[src/rtl/divclk_serializer_pkg.sv]
// Shared types and defaults for the divClk-strobed SPI-mode-0 style serializer.
package divclk_serializer_pkg;

  typedef enum logic [2:0] {
    IDLE,
    WAIT_RISE,
    WAIT_FALL,
    WAIT_LAST,
    GAP
  } state_e;

  localparam int DEF_WIDTH  = 8;
  localparam int DEF_CS_GAP = 2;

  // Bit counter width; never below one bit.
  function automatic int cnt_w(input int w);
    return (w <= 2) ? 1 : $clog2(w);
  endfunction

endpackage

[src/rtl/divclk_serializer.sv]
// Full-duplex serializer driven by clock_divider preRise/preFall strobes.
// Define DIVCLK_SERIALIZER_LSB_FIRST_EN for LSB-first shifting in both directions.
module divclk_serializer
  import divclk_serializer_pkg::*;
#(
  parameter int WIDTH  = DEF_WIDTH,
  parameter int CS_GAP = DEF_CS_GAP
) (
  input  logic             clk,
  input  logic             rst,
  input  logic             preRise,
  input  logic             preFall,
  input  logic [WIDTH-1:0] txData,
  input  logic             txValid,
  output logic             txReady,
  input  logic             sdi,
  output logic             sdo,
  output logic             csN,
  output logic             sclkGate,
  output logic [WIDTH-1:0] rxData,
  output logic             rxValid,
  output logic             busy
);

  // Handshake: a word moves on any posedge clk where txValid and txReady are
  // both high; txReady is only ever high in IDLE, so txData is sampled once.

  localparam int CW = cnt_w(WIDTH);
  localparam int GW = 4;

  state_e           state_q;
  logic [WIDTH-1:0] shift_q;
  logic [WIDTH-1:0] rx_shift_q;
  logic [WIDTH-1:0] rx_data_q;
  logic [CW-1:0]    bit_cnt_q;
  logic [GW-1:0]    gap_q;
  logic             tx_ready_q;
  logic             sdo_q;
  logic             cs_n_q;
  logic             gate_q;
  logic             rx_valid_q;
  logic             busy_q;

  logic [WIDTH-1:0] shift_d;
  logic [WIDTH-1:0] rx_shift_d;
  logic             load_bit;
  logic             next_bit;

  always_comb begin
`ifdef DIVCLK_SERIALIZER_LSB_FIRST_EN
    load_bit   = txData[0];
    shift_d    = shift_q >> 1;
    next_bit   = shift_q[1];
    rx_shift_d = {sdi, rx_shift_q[WIDTH-1:1]};
`else
    load_bit   = txData[WIDTH-1];
    shift_d    = shift_q << 1;
    next_bit   = shift_q[WIDTH-2];
    rx_shift_d = {rx_shift_q[WIDTH-2:0], sdi};
`endif
  end

  always_ff @(posedge clk or negedge rst) begin
    if (!rst) begin
      state_q    <= IDLE;
      shift_q    <= '0;
      rx_shift_q <= '0;
      rx_data_q  <= '0;
      bit_cnt_q  <= '0;
      gap_q      <= '0;
      tx_ready_q <= 1'b1;
      sdo_q      <= 1'b0;
      cs_n_q     <= 1'b1;
      gate_q     <= 1'b0;
      rx_valid_q <= 1'b0;
      busy_q     <= 1'b0;
    end else begin
      rx_valid_q <= 1'b0;
      case (state_q)
        IDLE: begin
          if (txValid && tx_ready_q) begin
            shift_q    <= txData;
            bit_cnt_q  <= CW'(WIDTH - 1);
            sdo_q      <= load_bit;
            cs_n_q     <= 1'b0;
            gate_q     <= 1'b1;
            tx_ready_q <= 1'b0;
            busy_q     <= 1'b1;
            state_q    <= WAIT_RISE;
          end
        end
        WAIT_RISE: begin
          if (preRise) begin
            rx_shift_q <= rx_shift_d;
            state_q    <= (bit_cnt_q == '0) ? WAIT_LAST : WAIT_FALL;
          end
        end
        WAIT_FALL: begin
          if (preFall) begin
            shift_q   <= shift_d;
            sdo_q     <= next_bit;
            bit_cnt_q <= bit_cnt_q - 1'b1;
            state_q   <= WAIT_RISE;
          end
        end
        WAIT_LAST: begin
          // The final falling edge closes the frame and publishes the word.
          if (preFall) begin
            cs_n_q     <= 1'b1;
            gate_q     <= 1'b0;
            rx_data_q  <= rx_shift_q;
            rx_valid_q <= 1'b1;
            if (CS_GAP == 0) begin
              state_q    <= IDLE;
              tx_ready_q <= 1'b1;
              busy_q     <= 1'b0;
            end else begin
              gap_q   <= GW'(CS_GAP);
              state_q <= GAP;
            end
          end
        end
        GAP: begin
          if (gap_q == '0) begin
            state_q    <= IDLE;
            tx_ready_q <= 1'b1;
            busy_q     <= 1'b0;
          end else begin
            gap_q <= gap_q - 1'b1;
          end
        end
        default: state_q <= IDLE;
      endcase
    end
  end

  assign txReady  = tx_ready_q;
  assign sdo      = sdo_q;
  assign csN      = cs_n_q;
  assign sclkGate = gate_q;
  assign rxData   = rx_data_q;
  assign rxValid  = rx_valid_q;
  assign busy     = busy_q;

endmodule
[config.mk]
export PLATFORM = sky130hd
export DESIGN_NAME = divclk_serializer
export DESIGN_NICKNAME = d
export VERILOG_FILES = /design/src/rtl/divclk_serializer_pkg.sv /design/src/rtl/divclk_serializer.sv
export SDC_FILE = /design/constraint.sdc
export NUM_CORES = 1
export LEC_CHECK = 0
export CAP_MARGIN = 20
export CORE_ASPECT_RATIO = 0.7
export CORE_MARGIN = 3
export CORE_UTILIZATION = 48
export DETAILED_ROUTE_END_ITERATION = 8
export PLACE_DENSITY = 0.7
export SYNTH_ARGS = -nofsm -noshare
export SYNTH_HDL_FRONTEND = slang
export SYNTH_SLANG_ARGS = --single-unit
[constraint.sdc]
create_clock -name clk -period 4.95 [get_ports clk]
set_input_delay 1.2375 -clock clk [delete_from_list [all_inputs] [get_ports clk]]
set_output_delay 1.2375 -clock clk [all_outputs]
set_load 0.005 [all_outputs]
==> impl_metrics.json, run 1 <==
{
  "yosysSeqAreaShare": 0.537,
  "synth_top_family_by_area": "multiplexers",
  "min_path_cells": 2,
  "numCtsBuffers": 5,
  "dr.pass1.iters": 4,
  "worstPathRequired_ns": 5.12,
  "routed_wl_mm": 3.16,
  "fin_nets": 182,
  "grt.total_usage": 0.159,
  "synth_ff_type": "dfrtp_1",
  "avgSynthCellArea_um2": 13.6,
  "worstReg2RegStart": "state_q[1]",
  "antenna_found_initial": 0,
  "syn_nets": 152,
  "path_max_fanout": 10,
  "finalHoldViolations": 0,
  "async_reset_ff_frac": 1.00,
  "met2_usage": 0.241,
  "syn_to_final_growth_pct": 21.5,
  "gp_congestion": 0.833,
  "cp-start-kind": "input pin",
  "grt-busiest-layer": "met2",
  "root_buffer": "clkbuf_8",
  "p_per_area_mw_per_mm2": 577,
  "synth_xor_area_frac": 0,
  "maxCapViolCount": 0,
  "hold_start": "csN",
  "synth_simple_gate_area_share": 0.113,
  "worstSetupPathType": "in -> reg",
  "holdPathEnd": "csN",
  "rows": 18,
  "drv_slew": 0,
  "viasPerCell": 5.20,
  "fin_crit_sh": 0.545,
  "relSlewSlack": 0.445,
  "p_leak_nw": 0.977,
  "synth_seq_cells": 39,
  "skew_ns": 0.00883,
  "drive_gt1_frac": 0.327,
  "antenna_left": 0,
  "grt_pass1_vias": 1163,
  "core-area_mm2": 0.00358,
  "synth_edf_count": 0,
  "wl_per_cell_um": 14.7,
  "port_buffers": 27,
  "hp-class": "reg -> reg",
  "clock-sinks": 39,
  "netlist_area_mm2": 0.00182,
  "use_met3": 0.0552,
  "drcViolationCount": 0,
  "rsz0062_at_grt": "no",
  "status": "completed",
  "drt_iter0_drc": 54,
  "hold_buffers": 0,
  "htreeDepth": 2,
  "crit_arrival_ns": 2.87,
  "rr_endpoint": "bit_cnt_q[1]",
  "peakVddDrop_uv": 337,
  "post-cts-setup-buffers": 0,
  "fp.dieW_um": 79.6,
  "hpwl_mm": 2.23,
  "synthCells": 134,
  "max_slew.worst_pin.slew_ns": 0.832,
  "clk-insertion-delay-late_ns": 0.28,
  "ys_types": 40,
  "grt_max_degree": 40,
  "clk_pin_slew_ns": 0.07,
  "period_needed_ns": 2.70,
  "endpoint_kind": "flip-flop",
  "final-instance-count-excl-fill": 215,
  "diodes": 0,
  "grt_pass1_wl_mm": 5.54,
  "fmax_mhz": 370,
  "num_vias": 1117,
  "tns_ns": 0,
  "ios": 28,
  "synth_compound_area_frac": 0.0632,
  "yosys_warnings": 0,
  "regToRegSetupSlack_ns": 3.02,
  "tritoncts": "done",
  "setup_viol": 0,
  "synth_fa_ha_area_frac": 0.0275,
  "clock_path_buffers": 2,
  "dpl.cell_count": 207,
  "grt_overflow_total": 0,
  "r2r_cells": 3,
  "grt_use_met1": 0.217,
  "initial_core_util": 0.508,
  "cts_resized": 0,
  "die_y_um": 57.5,
  "synthMuxAreaShare": 0.221,
  "post-route-util": 0.618,
  "die-area_mm2": 0.00458
}
-- where the power goes --
part	internal [mW]	switching [mW]	leakage (nW)	total [mW]
combinational	0.293	0.170	0.456	0.463
sequential	0.469	0.120	0.472	0.589
clock	0.115	0.108	0.0489	0.223
total	0.877	0.399	0.977	1.28
-- placed cells by master, fill, tap and decap left out, drive strengths merged, types with 3 or more instances in the layout --
cell            n
clkdlybuf4s50  26
ha              4
dfrtp          37
nor3b           4
or3b            3
clkbuf          7
mux2i           3
nand3           3
nand2           6
mux2           33
inv            11
-- cell type report --
cell class / instances / area, um2
Timing Repair Buffer: 27 / 265
Multi-Input combinational cell: 81 / 773
Inverter: 10 / 37.5
Clock inverter: 1 / 8.76
Tap cell: 50 / 62.6
Clock buffer: 7 / 86.3
Sequential cell: 39 / 978
Fill cell: 269 / 1370
-- metal layers --
| metal | part of all wire | vias up |
|---|---|---|
| met2 | 0.47 | 19 |
| li1 | - | 536 |
| met4 | 0.0073 | 0 |
| met3 | 0.041 | 2 |
| met5 | 0 | - |
| met1 | 0.48 | 560 |
-- synthesized netlist by cell type, types with 2 or more instances --
cell      count  area [um2]
nor3b_1       3        22.5
nand2_1       5        18.8
mux2_2       33         372
or3b_2        2        17.5
nand2b_1      2        12.5
dfstp_2       2        52.6
buf_4         2        15.0
nand3_1       3        15.0
ha_1          4        50.1
a21oi_1       2        10.0
inv_1         9        33.8
dfrtp_1      37         926
mux2i_1       3        30.0
-- registers in the layout (all words and copies together), names as in the netlist, 3 cells and up --
register,flops
rxData,8
rx_shift_q,8
shift_q,7
gap_q,4
bit_cnt_q,3
state_q,3
-- worst max path at each step --
| stage | endpoint | startpoint | depth (start not counted) | slack, ns |
|---|---|---|---|---|
| 3_5_place_dp | shift_q[6] | txValid | 4 | 1.97 |
| 6_report | bit_cnt_q[1] | txValid | 4 | 2.25 |
| 4_1_cts | bit_cnt_q[1] | txValid | 4 | 2.25 |
| 2_1_floorplan | bit_cnt_q[0] | txValid | 3 | 2.62 |
| 5_1_grt | bit_cnt_q[0] | txValid | 4 | 2.18 |
| 3_3_place_gp | gap_q[1] | preFall | 4 | 1.98 |
-- worst max-delay path, cell delays in order --
cell             delay, ns
clkdlybuf4s50_1       0.49
nand3b_1              0.18
a211oi_4              0.56
mux2_2                0.40
-- metrics by stage --
stage               power (mW)  hold WS, ns  area [um2]  setup slack, ns
floorplan                0.888        0.451        1820             2.62
global placement          1.04        0.456        2120             1.98
detailed placement        1.06        0.462        2120             1.97
CTS                       1.29        0.474        2210             2.25
global route              1.37        0.496        2210             2.18
finish                    1.28        0.469        2210             2.25
-- kinds of logic (layout without fill, tap and decap cells) --
group | count (synthesis) | in the layout
simple gates | 27 | 27
mux | 36 | 36
buf+inv | 14 | 45
compound gates | 14 | 14
flops | 39 | 39
fa+ha+maj | 4 | 4
Power figures use the tool's default switching activity.
==> run 2: changes to the inputs <==
--- a/config.mk
+++ b/config.mk
@@ -10,7 +10,7 @@
 export CORE_MARGIN = 3
 export CORE_UTILIZATION = 48
 export DETAILED_ROUTE_END_ITERATION = 8
-export PLACE_DENSITY = 0.7
+export PLACE_DENSITY = 0.73
 export SYNTH_ARGS = -nofsm -noshare
 export SYNTH_HDL_FRONTEND = slang
 export SYNTH_SLANG_ARGS = --single-unit
==> constraint.sdc (replaced) <==
create_clock -name clk -period 2.4 [get_ports clk]
set_input_delay 0.6 -clock clk [delete_from_list [all_inputs] [get_ports clk]]
set_output_delay 0.6 -clock clk [all_outputs]
set_load 0.005 [all_outputs]
==> impl_metrics.json, run 2 (same netlist as run 1, synthesis figures left out) <==
{
  "drt_iter0_drc": 60,
  "routed_wl_mm": 3.26,
  "intPower_mw": 1.79,
  "tns_ns": 0,
  "hpwl_mm": 2.32,
  "skew_ns": 0.00648,
  "final_cell_mix": "37 x dfrtp_1, 33 x mux2_2, 26 x clkdlybuf4s50_1, 9 x inv_1",
  "syn_to_final_growth_pct": 22.0,
  "grt_overflow_total": 0,
  "setup_viol": 0,
  "port_buffers": 27,
  "ios": 28,
  "num_vias": 1143,
  "clock-sinks": 39,
  "grt.total_usage": 0.171,
  "grt_max_degree": 40,
  "die_y_um": 57.5,
  "relSlewSlack": 0.458,
  "p_leak_nw": 0.985,
  "fillers": 272,
  "cts_resized": 0,
  "max_stage_delay_ns": 0.61,
  "worstReg2RegStart": "state_q[1]",
  "setup_ws_ns": 0.461,
  "clock_path_buffers": 2,
  "worstSetupPathType": "in -> reg",
  "drive_gt1_frac": 0.333,
  "maxCapViolCount": 0,
  "tritoncts": "done",
  "status": "completed",
  "fp.dieW_um": 79.6,
  "rr_endpoint": "sdo",
  "grt_pass1_wl_mm": 6.00,
  "r2r_cells": 3,
  "cp-start-kind": "input pin",
  "post-route-util": 0.620,
  "period_needed_ns": 1.94,
  "final_common_cell": "dfrtp_1",
  "clk_pin_slew_ns": 0.07,
  "rsz0062_at_grt": "no",
  "finalHoldViolations": 0,
  "p_total_mw": 2.61,
  "p_per_area_mw_per_mm2": 1170,
  "gp_congestion": 0.791,
  "dr.pass1.iters": 4,
  "fin_crit_sh": 0.808,
  "diodes": 0,
  "root_buffer": "clkbuf_8",
  "core-area_mm2": 0.00358,
  "worstPathRequired_ns": 2.60,
  "die-area_mm2": 0.00458,
  "grt_pass1_vias": 1244,
  "numCtsBuffers": 5,
  "power_frac_clock": 0.157,
  "p_sw_mw": 0.816,
  "peakVddDrop_uv": 574,
  "fmax_mhz": 516,
  "path_cells": "clkdlybuf4s50_1 > nand3b_1 > a2111oi_0 > mux2i_1",
  "pwr-share-comb": 0.374,
  "endpoint_kind": "flip-flop",
  "htreeDepth": 2,
  "pre_cts_ws_ns": 0.167,
  "regToRegSetupSlack_ns": 0.50,
  "fin_hold_ws_ns": 0.401,
  "antenna_found_initial": 0,
  "fin_nets": 185,
  "max_slew.worst_pin.slew_ns": 0.813,
  "wl_per_cell_um": 14.9,
  "rows": 18,
  "cp_slowest_cell": "a2111oi_0",
  "drv_slew": 0,
  "path_max_fanout": 3,
  "hp-class": "in -> async",
  "clk-insertion-delay-late_ns": 0.28,
  "seq_power_share": 0.468,
  "antenna_left": 0,
  "crit_arrival_ns": 2.14,
  "switching_share": 0.313,
  "viasPerCell": 5.24,
  "initial_core_util": 0.508,
  "hold_buffers": 0,
  "post-cts-setup-buffers": 0,
  "drcViolationCount": 0
}
[run 2: cell types whose count changed in the layout (fill, tap and decap cells not counted), sizes merged]
cell and change:
inv -1, buf +3, clkinv +1
[run 2: layout make-up]
| class | instances | area, um2 | area share |
|---|---|---|---|
| Tap cell | 50 | 62.6 | 0.0282 |
| Inverter | 10 | 37.5 | 0.0169 |
| Multi-Input combinational cell | 81 | 773 | 0.348 |
| Clock buffer | 7 | 76.3 | 0.0344 |
| Clock inverter | 1 | 5.00 | 0.00225 |
| Sequential cell | 39 | 978 | 0.441 |
| Timing Repair Buffer | 30 | 288 | 0.130 |
[run 2: through the flow]
step / area (um2) / instances
6_report: 2220 / 218
5_1_grt: 2220 / 218
4_1_cts: 2220 / 218
3_5_place_dp: 2140 / 210
3_3_place_gp: 2140 / 210
2_1_floorplan: 1820 / 134
[run 2: worst max path at each step]
stage	slack, ns	end	cells after the start	from
after floorplan	0.71	bit_cnt_q[0]	3	txValid
after global placement	0.23	shift_q[5]	5	txValid
after detailed placement	0.17	sdo	5	preFall
after CTS	0.45	txReady	1	txReady
after global routing	0.33	bit_cnt_q[2]	4	txValid
final	0.46	bit_cnt_q[2]	4	txValid
[run 2: layer usage]
layer	GRT usage	share of wire	vias up
li1	-	-	539
met3	0.0426	0.026	5
met1	0.232	0.48	582
met2	0.268	0.47	17
met4	0.0662	0.018	0
met5	0	0	-
[run 2: power by group through the flow]
stage / Combinational [mW] / Sequential [mW] / Clock [mW]
after floorplan: 0.712 / 1.12 / 0
after global placement: 0.953 / 1.20 / 0
after detailed placement: 0.985 / 1.23 / 0
after CTS: 0.994 / 1.22 / 0.424
after global routing: 1.09 / 1.27 / 0.453
final: 0.977 / 1.22 / 0.410
[run 2: worst max-delay path: cells and delay by family]
kind | cells | cell delay, ns
AO/OA/AOI/OAI | 1 | 0.61
buffers and inverters | 1 | 0.48
multiplexers | 1 | 0.28
AND/OR/NAND/NOR | 1 | 0.18
==> RTL change 1: new RTL, config.mk and constraints of run 2 <==
The option `DIVCLK_SERIALIZER_LSB_FIRST_EN` is turned on by a define.
--- a/src/rtl/divclk_serializer.sv
+++ b/src/rtl/divclk_serializer.sv
@@ -2,2 +2,4 @@
 // Define DIVCLK_SERIALIZER_LSB_FIRST_EN for LSB-first shifting in both directions.
+`define DIVCLK_SERIALIZER_LSB_FIRST_EN
+
 module divclk_serializer
Check against the original RTL: not equivalent (Yosys sat finds a counterexample within 4 cycles, from zero or initial values and one cycle with rst low).
==> RTL change 1 against run 2 <==
Critical path depth shrank 3. Wire length is 1.5% higher. Power down 3.4%. Sequential share of layout area increased by 0.33 points. Largest power group unchanged. Area after synthesis is 2.5% lower. Design area down 0.73%. Fmax down 0.60%. Sequential cell count unchanged. Highest routed layer unchanged. Sequential power down 7%. Worst setup slack lost 0.012 ns. Largest cell class unchanged.
==> RTL change 1: results (changes against run 2) <==
Global routing
  • Met1 Resource Use GR: 0.225 (-0.00719)
  • Vias in the first global route: 1194 (-4.0%)
  • Overall Global Routing Usage: 0.169 (-0.00206)

Timing
  • Worst-Margin Slew: 0.852 ns (+0.0389 ns)
  • Clk_skew: 0.00681 ns (+0.000330 ns)

Layout
  • Clock network area share: 0.0522 (+0.0156)
  • Invs w/o clock: 11 (+1)
  • Signal buf overhead: 0.134 (+0.00436)
  • Number of fill cells: 256 (-5.9%)
  • Clock buffers: 5 (-2)
  • Sequential share of cell area: 0.444 (+0.00325)

Critical path
  • CP max stage delay: 0.56 ns (-0.05 ns)
  • Critical path's slowest cell: dfstp_2
  • Crit path DAT: 1.35 ns (-0.79 ns)
  • Largest delay contributor family on the critical path: flip-flops
  • CP Max Fanout: 4 (+1)

Pwr
  • Power Dens Cells: 1140 mW/mm^2 (-2.7%)
  • Seq pwr share: 0.447 (-0.021)
  • P_leak: 0.000970 uW (-1.5%)
  • Cell internal pwr: 1740 uW (-2.8%)
  • Maximum vdd drop: 797 uV (+39%)

Yosys
  • Post-Syn Nets: 159 (+4.6%)
  • Yosys cell types: 37 (-7.5%)
  • Synth top area cells: dfrtp_1, mux2_2, dfstp_2, ha_1, inv_1
  • Post-synthesis compound-gate area fraction: 0.0874 (+0.0242)
  • Synth top cells by count: dfrtp_1, mux2_2, inv_1, a21oi_1, o21ai_0
  • Synthesized area: 0.00178 mm^2 (-2.5%)
  • Post-Syn Instances: 141 (+5.2%)

Place
  • Area of placed instances: 0.00209 mm^2 (-2.3%)
  • Post-DP HPWL: 2350 um (+1.3%)
  • Dpl cells: 212 (+0.95%)

Outcome
  • Outcome: finished clean

Drt
  • Detailed-route wire length: 3300 um (+1.5%)
  • Initial DRC count: 101 (+68%)
## RTL change 1: cell count changes after synthesis, moves of 3 or more
cell,delta
o21ai_0,+4
clkbuf_1,+3
nor2_1,+3
nand2_1,-4
o21a_1,+3
mux2_2,-3
or3_1,+3
a21oi_1,+5
mux2i_1,-3
nor2b_1,+3
## RTL change 1: per-layer routing
layer	vias to the layer above	part of all wire
met3	2	0.041
met1	576	0.46
li1	562	-
met4	0	0.0085
met2	22	0.49
met5	-	0
## RTL change 1: worst paths after layout
| path | startpoint | endpoint | slack (ns) |
|---|---|---|---|
| worst max-delay path | txReady | txReady | 0.45 |
| max in group asynchronous | rst | gap_q[2] | 1.45 |
| worst min-delay path | rst | rxData[5] | 0.41 |
| min in group clk | txReady | txReady | 0.49 |
| worst min register to register | txReady | txReady | 0.49 |
| worst max register to register | state_q[1] | gap_q[2] | 0.59 |
==> RTL change 2: new RTL, settings of run 2 <==
Without the edit above. Make the reset (`rst`) synchronous in one clocked block.
--- a/src/rtl/divclk_serializer.sv
+++ b/src/rtl/divclk_serializer.sv
@@ -62,3 +62,3 @@
 
-  always_ff @(posedge clk or negedge rst) begin
+  always_ff @(posedge clk) begin
     if (!rst) begin
Check against the original RTL: differs if rst is asserted again (counterexample within 4 cycles, from zero or initial values and one cycle with rst low); with rst held inactive, the same outputs for 10 cycles.
==> RTL change 2 against run 2 <==
Design area down 6.6%. Sequential cell count is the same. Worst setup slack improved by 0.094 ns. Wire length grew 4.1%. First-iteration DRC count is 17% lower. Non-clock buffer count grew 5. Area after synthesis down 9.5%. Critical endpoint is now shift_q[6]. Largest cell class is now multi-input gates.
Power is not compared: it rests on default switching activity, and its combinational part moved more than twofold at a synthesized area within 25%.
==> RTL change 2: results (changes against run 2) <==
Global routing
  • Overall Global Routing Usage: 0.178 (+0.00706)
  • Vias in the first global route: 1267 (+1.8%)
  • Largest net degree at the start of global routing: 25 (-38%)
  • First-pass GRT wire length: 5820 um (-3.0%)

Layout
  • Final non-filler cell total: 257 (+18%)
  • Share of layout cells above drive strength 1: 0.0905 (-0.243)
  • Number of fill cells: 253 (-7.0%)
  • Final nets: 227 (+23%)

Drt
  • Vias: 1371 (+20%)
  • Routed WL per cell: 13.2 um (-12%)
  • Initial DRC count: 50 (-17%)

Yosys
  • Post-Syn Instances: 181 (+35%)
  • Post-Syn Nets: 199 (+31%)
  • Synth top cells by count: dfxtp_1, nand2_1, nor2_1, mux2i_1, a21oi_1
  • Async SR Flop Fraction: 0 (-1.00)
  • Post-synthesis compound-gate area fraction: 0.156 (+0.0932)
  • Synth top area cells: dfxtp_1, mux2i_1, nand2_1, nor2_1, a21oi_1
  • Register area share after synthesis: 0.474 (-0.0637)
  • Yosys cell types: 34 (-15%)
  • Yosys warning count: 0 (unchanged)
  • Multiplexer area fraction after synthesis: 0.0972 (-0.123)
  • Post-Synth Adder-Cell Area: 0.0304 (+0.00288)

Clock network
  • Post-CTS setup buffers: 0 (unchanged)
  • Clock tree root driver cell: clkbuf_8
  • Clock-pin slew on the worst setup and hold paths: approximately 0.080 ns

Critical path
  • Worst r2r src: state_q[2]
  • Crit path DAT: 2.03 ns (-0.11 ns)
  • CP Max Fanout: 10 (+7)
  • CP max stage delay: 0.55 ns (-0.06 ns)
  • Largest delay contributor family on the critical path: buffers and inverters
  • Critical Path Source: preFall
  • Critical path's slowest cell: clkdlybuf4s50_1

Hold path
  • HP Class: flip-flop to flip-flop

Place
  • Dpl cells: 249 (+19%)
  • Routability cong.: 0.754 (-4.7%)
  • Post-DP HPWL: 2530 um (+8.9%)

Timing
  • Max_slew headroom: 0.690 (+0.232)
  • Clk_skew: 0.00229 ns (-0.00420 ns)

Outcome
  • Outcome: finished clean
-- RTL change 2: cell type report --
class / count / area (um^2) / share of cell area
inverters: 8 / 30.0 / 0.0145
multi-input cells: 120 / 785 / 0.378
flip-flops and latches: 39 / 781 / 0.377
repair buffers: 35 / 330 / 0.159
clock buffers: 5 / 68.8 / 0.0332
well taps: 47 / 58.8 / 0.0284
clock inverters: 3 / 20.0 / 0.00966
-- RTL change 2: layer usage --
layer | GRT usage | up-vias | part of all wire
met1 | 0.212 | 647 | 0.47
met3 | 0.0534 | 6 | 0.048
met5 | 0 | - | 0
met2 | 0.309 | 27 | 0.47
met4 | 0.0843 | 0 | 0.013
li1 | - | 691 | -
-- RTL change 2: where the power goes --
group          internal, uW  switching, uW
sequential              686           31.1
clock                   202            229
combinational           103           84.7
total                   991            345
-- RTL change 2: logic make-up after synthesis --
group / Yosys count
buffers and inverters: 22
multiplexers: 16
AND/OR/NAND/NOR: 62
flip-flops: 39
adder cells (fa/ha/maj): 4
AO/OA/AOI/OAI: 38
-- RTL change 2: worst register-to-register path: cells and delay by family, from the launching register on --
kind	cells	cell delay, ns
and+or+nand+nor	2	1.05
DFF	1	0.52
AOI/OAI and AO/OA	1	0.13
-- RTL change 2: final timing paths --
path | to | slack [ns] | depth (start not counted)
max | shift_q[6] | 0.55 | 5
min | rxData[5] | 0.45 | 2
max reg2reg | gap_q[3] | 0.63 | 3
min reg2reg | rxData[5] | 0.45 | 2
-- RTL change 2: metrics by stage --
step / area [um^2] / setup WS, ns / power, uW / utilization / hold WS, ns
final: 2070 / 0.555 / 1340 / 0.646 / 0.455
after global routing: 2070 / 0.439 / 1400 / 0.646 / 0.478
after CTS: 2070 / 0.532 / 1350 / 0.646 / 0.460
after detailed placement: 1980 / 0.234 / 920 / 0.618 / 0.449
after global placement: 1980 / 0.399 / 911 / 0.618 / 0.445
after floorplan: 1650 / 0.893 / 838 / - / 0.431
